### config.mk
export PLATFORM = sky130hd
export DESIGN_NAME = ap_pass_ctrl
export DESIGN_NICKNAME = d
export VERILOG_FILES = /design/src/rtl/ap_pass_ctrl.sv
export SDC_FILE = /design/constraint.sdc
export NUM_CORES = 2
export LEC_CHECK = 0
export BUFFER_PORTS_ARGS = -buffer_cell sky130_fd_sc_hd__buf_2
export CAP_MARGIN = 10
export CORE_AREA = 8 8 429 431
export CTS_BUF_LIST = sky130_fd_sc_hd__clkbuf_16
export DETAILED_ROUTE_END_ITERATION = 6
export DIE_AREA = 0 0 437 439
export PLACE_DENSITY_LB_ADDON = 0.25
export RECOVER_POWER = 50
export SLEW_MARGIN = 25
export SYNTH_ARGS = -nofsm -noshare
export SYNTH_HDL_FRONTEND = slang
export SYNTH_SLANG_ARGS = --single-unit
### constraint.sdc
create_clock -name CLK100MHZ -period 2.1 [get_ports CLK100MHZ]
set_input_delay 0.525 -clock CLK100MHZ [delete_from_list [all_inputs] [get_ports CLK100MHZ]]
set_output_delay 0.525 -clock CLK100MHZ [all_outputs]
set_load 0.01 [all_outputs]
### src/rtl/ap_pass_ctrl.sv
// ap_pass_ctrl: multi-pass compare/write sequencer for an associative (CAM) array.
// It holds a small table of {key, mask, data} passes. On start it runs each pass in two
// cycles: CMP presents key/mask and captures the match tags, then WR writes data to every
// tagged row in parallel. While idle, a host port gets direct single-row read/write access.
//
// Ports:
//   CLK100MHZ, rst           clock, asynchronous active-low reset
//   host_req/we/addr/wdata   host single-row access request (IDLE only)
//   host_gnt, host_rdata     grant, and read data (live while granted, held otherwise)
//   pass_wr/idx/key/mask/data  pass-table programming (IDLE only)
//   num_passes, start        number of passes to run (clamped to MAX_PASSES), launch
//   busy, done, any_match    status; done is a one-cycle pulse
//   cam_*                    CAM-side address, mode, data, key/mask, write enables, tags
module ap_pass_ctrl #(
    parameter int unsigned WORD_SIZE  = 8,
    parameter int unsigned CELL_QUANT = 512,
    parameter int unsigned MAX_PASSES = 8,
    localparam int unsigned AW = (CELL_QUANT > 1) ? $clog2(CELL_QUANT) : 1,
    localparam int unsigned PW = (MAX_PASSES > 1) ? $clog2(MAX_PASSES) : 1
) (
    input  logic                  CLK100MHZ,
    input  logic                  rst,
    input  logic                  host_req,
    input  logic                  host_we,
    input  logic [AW-1:0]         host_addr,
    input  logic [WORD_SIZE-1:0]  host_wdata,
    output logic                  host_gnt,
    output logic [WORD_SIZE-1:0]  host_rdata,
    input  logic                  pass_wr,
    input  logic [PW-1:0]         pass_idx,
    input  logic [WORD_SIZE-1:0]  pass_key,
    input  logic [WORD_SIZE-1:0]  pass_mask,
    input  logic [WORD_SIZE-1:0]  pass_data,
    input  logic [PW:0]           num_passes,
    input  logic                  start,
    output logic                  busy,
    output logic                  done,
    output logic                  any_match,
    output logic [AW-1:0]         cam_addr,
    output logic                  cam_mode,
    output logic [WORD_SIZE-1:0]  cam_dina,
    output logic [WORD_SIZE-1:0]  cam_key,
    output logic [WORD_SIZE-1:0]  cam_mask,
    output logic                  cam_wea,
    output logic [CELL_QUANT-1:0] cam_wea_ctrl_ap,
    input  logic [CELL_QUANT-1:0] cam_tags,
    input  logic [WORD_SIZE-1:0]  cam_doutb
);

    typedef logic [PW:0] cnt_t;
    typedef enum logic [1:0] {StIdle, StCmp, StWr, StDone} state_t;

    state_t                  state_q, state_d;
    cnt_t                    n_q;
    cnt_t                    p_q;
    cnt_t                    p_inc;
    cnt_t                    n_start;
    logic [CELL_QUANT-1:0]   tag_q;
    logic                    any_q;
    logic [WORD_SIZE-1:0]    rdata_q;
    logic [WORD_SIZE-1:0]    key_q  [MAX_PASSES];
    logic [WORD_SIZE-1:0]    mask_q [MAX_PASSES];
    logic [WORD_SIZE-1:0]    data_q [MAX_PASSES];
    logic [PW-1:0]           p_idx;
    logic                    launch;

    assign p_idx   = p_q[PW-1:0];
    assign p_inc   = p_q + cnt_t'(1);
    assign n_start = (num_passes > cnt_t'(MAX_PASSES)) ? cnt_t'(MAX_PASSES) : num_passes;
    assign launch  = (state_q == StIdle) && start;

    // State register
    always_ff @(posedge CLK100MHZ or negedge rst) begin
        if (!rst) begin
            state_q <= StIdle;
        end else begin
            state_q <= state_d;
        end
    end

    // Next-state logic
    always_comb begin
        state_d = state_q;
        unique case (state_q)
            StIdle:  if (start) state_d = (n_start == '0) ? StDone : StCmp;
            StCmp:   state_d = StWr;
            StWr:    state_d = (p_inc < n_q) ? StCmp : StDone;
            StDone:  state_d = StIdle;
            default: state_d = StIdle;
        endcase
    end

    // Pass counter, tag capture, match flag and held host read data
    always_ff @(posedge CLK100MHZ or negedge rst) begin
        if (!rst) begin
            n_q     <= '0;
            p_q     <= '0;
            tag_q   <= '0;
            any_q   <= 1'b0;
            rdata_q <= '0;
        end else begin
            if (launch) begin
                n_q   <= n_start;
                p_q   <= '0;
                any_q <= 1'b0;
            end
            if (state_q == StCmp) begin
                tag_q <= cam_tags;
                if (|cam_tags) any_q <= 1'b1;
            end
            if (state_q == StWr) p_q <= p_inc;
            if (host_gnt && !host_we) rdata_q <= cam_doutb;
        end
    end

    // Pass table, writable only while idle
    always_ff @(posedge CLK100MHZ or negedge rst) begin
        if (!rst) begin
            for (int i = 0; i < int'(MAX_PASSES); i++) begin
                key_q[i]  <= '0;
                mask_q[i] <= '0;
                data_q[i] <= '0;
            end
        end else if (pass_wr && (state_q == StIdle)) begin
            key_q[pass_idx]  <= pass_key;
            mask_q[pass_idx] <= pass_mask;
            data_q[pass_idx] <= pass_data;
        end
    end

    // Outputs; start takes priority over a same-cycle host request
    always_comb begin
        host_gnt        = host_req && (state_q == StIdle) && !start;
        host_rdata      = host_gnt ? cam_doutb : rdata_q;
        busy            = (state_q != StIdle);
        done            = (state_q == StDone);
        any_match       = any_q;
        cam_addr        = '0;
        cam_mode        = 1'b0;
        cam_dina        = '0;
        cam_key         = '0;
        cam_mask        = '0;
        cam_wea         = 1'b0;
        cam_wea_ctrl_ap = '0;
        if (host_gnt) begin
            cam_addr = host_addr;
            cam_dina = host_wdata;
            cam_wea  = host_we;
        end
        if (state_q == StCmp) begin
            cam_key  = key_q[p_idx];
            cam_mask = mask_q[p_idx];
        end
        if (state_q == StWr) begin
            // A pass with no matches still spends this cycle with an all-zero enable vector
            cam_mode        = 1'b1;
            cam_wea_ctrl_ap = tag_q;
            cam_dina        = data_q[p_idx];
        end
    end

endmodule

# After elaboration in Yosys (flattened, before gate mapping)
# Cells that the tools add are included.
# op_classes
reduce_logical,13
n_bitwise,2
n_addsub,1
n_mux,33
eq_ne,4
order_cmp,5
# ops
op,count
$mux W512,1
$reduce_or A512 Y1,1
$bwmux W64,3
$mux W8,12
$bmux W8 S3,3
$demux W8 S3,1
$mux W4,3
$mux W9,1
$ge A4 B4 Y1 const B,2
$not A3 Y4,2
$pmux W2 S4,1
$logic_and A1 B1 Y1,6
$mux W2,3
$mux W1,5
$add A4 B1 Y4 const B,1
$eq A2 B2 Y1 const B,2
$gt A4 B4 Y1 const B,1
$logic_not A4 Y1,1
$lt A4 B1 Y1 const B,1
$lt A4 B4 Y1,1
$reduce_bool A2 Y1,2
$eq A2 B1 Y1 const B,1
$logic_not A1 Y1,2
$logic_not A2 Y1,1
$ne A2 B2 Y1 const B,1
# word_totals
ff_bits,723
elab_cells,88
output_inout_bits,559
input_bits,574

# Logic depth before layout (Yosys ltp)
# logic_depth
depth_word,6
depth_mapped,9
mapped_depth_nobuf,8

# Least setup slack after synthesis
# Ideal clock, no wire load.
# synth_path
path_kind,register to output
startpoint,register state_q[1]
endpoint,output port host_rdata[6]
t_required_ps,1575
path_stages_with_launch,7
path_buffers,2
arrival_time_ps,1642
setup_slack_ps,-67
cell_sequence,dfrtp_1 -> nor2_2 -> inv_1 -> nor3b_1 -> buf_2 -> clkbuf_1 -> mux2_2
# synth_via
elab_chain_len,4
# synth_lines
element,line,rtl
from (decl),53,"state_t state_q, state_d;"
from (signal assigned),75,state_q <= StIdle;
from (signal assigned),77,state_q <= state_d;
$logic_not A2 Y1,133,host_gnt = host_req && (state_q == StIdle) && !start;
$logic_and A1 B1 Y1 (2 in series),133,
$mux W8,134,host_rdata = host_gnt ? cam_doutb : rdata_q;
to (decl),28,"output logic [WORD_SIZE-1:0] host_rdata,"
# No other way between the ends.

# Worst setup path in the final report
# layout_path
startpoint,register p_q[0]
endpoint,output port cam_key[1]
# layout_via
elab_chain_len,5
# layout_lines
element,line,rtl
from (decl),55,cnt_t p_q;
from (signal assigned),111,if (state_q == StWr) p_q <= p_inc;
$not A3 Y4 (not written as such),151,cam_key = key_q[p_idx];
$bmux W8 S3,151,
$mux W8 (not written as such) (2 in series),151,
$mux W8,150,if (state_q == StCmp) begin
to (decl),42,"output logic [WORD_SIZE-1:0] cam_key,"
# No other way between the ends. The select of a mux whose other input is x is not followed.

==> results_dict.tcl <==
set metrics [dict create \
    die-width_um 437 \
    tightest_slew_ps 1760 \
    max_stage_delay_ps 520 \
    fp.dieH_um 439 \
    routedWlPerCell_um 23.1 \
    drt-total-wl_mm 180 \
    grt_first_pass_wirelength_mm 253 \
    synthesis.instances 3540 \
    fin_cells 7766 \
    synth.distinct_cells 35 \
    clock_sink_count 723 \
    grtUsageMet1_pct 21.5 \
    min_from "cam_tags[250]" \
    port_buffers 1132 \
    switchingPower_mw 30.1 \
    drive_gt1_share_pct 41.0 \
    comb_power_share_pct 49.3 \
    reg2reg_from "state_q[1]" \
    setup_viol 1184 \
    grt_use_met3_pct 4.87 \
    critical_path.max_fanout 8 \
    num-fill-cells 18800 \
    cp-start-kind "register" \
    critical_path_class "reg -> out" \
    placed_cell_area_um2 44900 \
    finClkSkew_ps 32.8 \
    pre_cts_ws_ps -901 \
    grt_pass1_vias 34100 \
    holdWs_ps 81.9 \
    drc 0 \
    setup_slack_ps -887 \
    synth_nets 4118 \
    fmax_ghz 0.335 \
    gp_congestion 0.947 \
    hold_path.class "in -> reg" \
    path_cells "buf_12 > buf_12 > mux4_2 > mux2i_2 > nor2_1 > buf_2" \
    clkTransAtPathRegs_ps 60 \
    fp.coreArea_um2 177000 \
    synth_seq_cells 723 \
    dp_hpwl_mm 135 \
    viasPerCell 4.21 \
    pin_count 1133 \
    initial_utilization_pct 18.8 \
    layout_min_cycle_time_ps 2990 \
    cpMaxStageDelayCell "mux4_2" \
    synth_area_um2 33400 \
    dp_cells 7231 \
    crit_arrival_ps 2460 \
    num_rows 155 \
    clkPwrFrac_pct 19.6 \
    max_cap_viol_count 1 \
    ys_seq_area_share_pct 54.2 \
    seq_power_share_pct 31.1 \
    rsz0062_at_grt "true" \
    first_pass_iters 5 \
    period_share_pct 142 \
    worstSkewPairLatency_ps 730 \
    clockBufferDepth 3 \
    p_leak_nw 27.9 \
    drv_slew 10 \
    nets 5907 \
    fin_util_pct 30.5 \
    htreeDepth 3 \
    cts_tree "built" \
    switching_share_pct 38.3 \
    violations "max-capacitance violations, max-slew violations, negative setup slack" \
    cp.required_ps 1570 \
    root_buffer "clkbuf_16" \
    vias 32700 \
    p_total_mw 78.5 \
    syn2layout_area_growth_pct 62.1 \
    cp_common_cell "buf_12" \
    first_iter_violations 2268 \
    grtUsageMet2_pct 30.6 \
    antenna_found_initial 25 \
    die-area_um2 192000 \
    yosysWarnings 0 \
    crit_path_end_kind "output port" \
    p_int_mw 48.5 \
    finalInstanceArea_um2 54100 \
    power_density_nw_per_um2 1450 \
    status "complete, but fails checks" \
    grt_max_degree 135 \
    cp-startpoint "p_q[0]" \
    overflow 0 \
    cts_buffers 91 \
    drt.antenna.violating_nets 0 \
    avgSynthCellArea_um2 9.43 \
    slew_headroom_pct -17.3 \
    tns_ps -555080 \
    report.final.hold_viol_count 0 \
    peakVddDrop_mv 0.708 \
    top_usage_layer "met2" \
    grt_usage_pct 17.7 \
]
[cells in the final DEF, fill, tap and decap left out, types with 25 or more instances in the layout]
| cell | n |
|---|---|
| nand2_1 | 1559 |
| buf_2 | 942 |
| dfrtp_1 | 721 |
| buf_4 | 380 |
| and2_1 | 369 |
| dlygate4sd3_1 | 264 |
| buf_6 | 186 |
| mux2_2 | 181 |
| and2_4 | 154 |
| nor4_1 | 129 |
| clkbuf_16 | 96 |
| buf_12 | 69 |
| mux4_2 | 48 |
| buf_16 | 40 |
| nand4_1 | 34 |
| mux2_4 | 28 |
| inv_1 | 25 |
[flip-flops by register name, summed over array words and instances, names as in the netlist]
signal     cells
n_q            4
any_match      1
state_q        2
rdata_q        8
p_q            4
mask_q        64
key_q         64
data_q        64
tag_q        512
[cell usage after synthesis]
| master | n | share of area [%] |
|---|---|---|
| o21a_1 | 1 | 0.023 |
| nand4_1 | 34 | 0.64 |
| mux4_2 | 48 | 3.2 |
| and2b_1 | 1 | 0.023 |
| mux2i_1 | 24 | 0.72 |
| dfrtp_1 | 723 | 54 |
| buf_2 | 73 | 1.1 |
| nor2_1 | 20 | 0.22 |
| a22o_1 | 2 | 0.053 |
| nor2b_1 | 3 | 0.056 |
| clkbuf_1 | 128 | 1.4 |
| and2_1 | 523 | 9.8 |
| o21bai_1 | 1 | 0.023 |
| buf_1 | 3 | 0.034 |
| nand2b_1 | 5 | 0.094 |
| nor2_2 | 1 | 0.019 |
| or2b_1 | 1 | 0.023 |
| a21oi_1 | 1 | 0.015 |
| xnor2_1 | 1 | 0.026 |
| and3_1 | 2 | 0.037 |
| nor3b_1 | 1 | 0.023 |
| and3_4 | 1 | 0.034 |
| o21ai_0 | 16 | 0.24 |
| xor2_1 | 1 | 0.026 |
| mux2_2 | 189 | 6.4 |
| buf_6 | 3 | 0.10 |
| inv_1 | 6 | 0.067 |
| nand3_1 | 1 | 0.015 |
| nor4_1 | 137 | 2.6 |
| ha_1 | 4 | 0.15 |
| a211oi_1 | 1 | 0.023 |
| a21boi_0 | 1 | 0.023 |
| mux2_4 | 20 | 0.90 |
| buf_4 | 5 | 0.11 |
| nand2_1 | 1559 | 18 |
[power groups by stage]
stage	Combinational, mW	Sequential [mW]	Clock (mW)
after floorplan	17.5	23.2	0
after global placement	30.6	24.2	0
after detailed placement	30.8	24.4	0
after CTS	38.2	24.4	16.0
after global routing	42.0	25.2	16.5
final	38.7	24.4	15.4
[final timing paths]
check,to,slack [ps],cells past startpoint
setup / recovery,cam_key[1],-890,6
hold / removal,tag_q[250],80,3
setup reg to reg,key_q[21],-610,15
hold reg to reg,tag_q[11],460,2
max in group asynchronous,tag_q[170],-240,4
min in group asynchronous,tag_q[107],1610,3
[worst max-delay path, delay by kind of cell (launching register included)]
kind	cells	cell delay (ps)
buffers and inverters	3	440
muxes	2	740
and+or+nand+nor	1	80
DFF	1	490
[cell type report]
cell class	instances	area, um2	area share, %
diodes	7	17.5	0.0324
clock buffers	92	2300	4.26
clock inverters	76	584	1.08
inverters	6	35.0	0.0648
multi-input cells	2599	14900	27.6
flip-flops and latches	723	18100	33.5
well taps	2355	2950	5.45
repair buffers	1908	15200	28.1
[kinds of logic after synthesis]
group	Yosys count	synth area share, %
AO/OA/AOI/OAI	23	0.397
multiplexers	281	11.2
buffers and inverters	218	2.85
flip-flops	723	54.2
AND/OR/NAND/NOR	2289	31.1
adder cells (fa/ha/maj)	4	0.150
XOR/XNOR	2	0.0525
[layer usage]
metal | up-vias | routed length, um
met3 | 247 | 13000
met2 | 1144 | 88800
met4 | 10 | 5360
met1 | 16400 | 72300
li1 | 15000 | -
met5 | - | 63
[what timing repair did]
action                                  4_1_cts  5_1_grt
resized for setup                           449      128
endpoints found under the setup margin      560      766
gates cloned                                 36        7
setup buffers                                43       13
pin swaps                                   106        6
hold buffers                                264        0
hold endpoints to repair                    430        0
No activity file was read; power rests on OpenSTA's default activity.
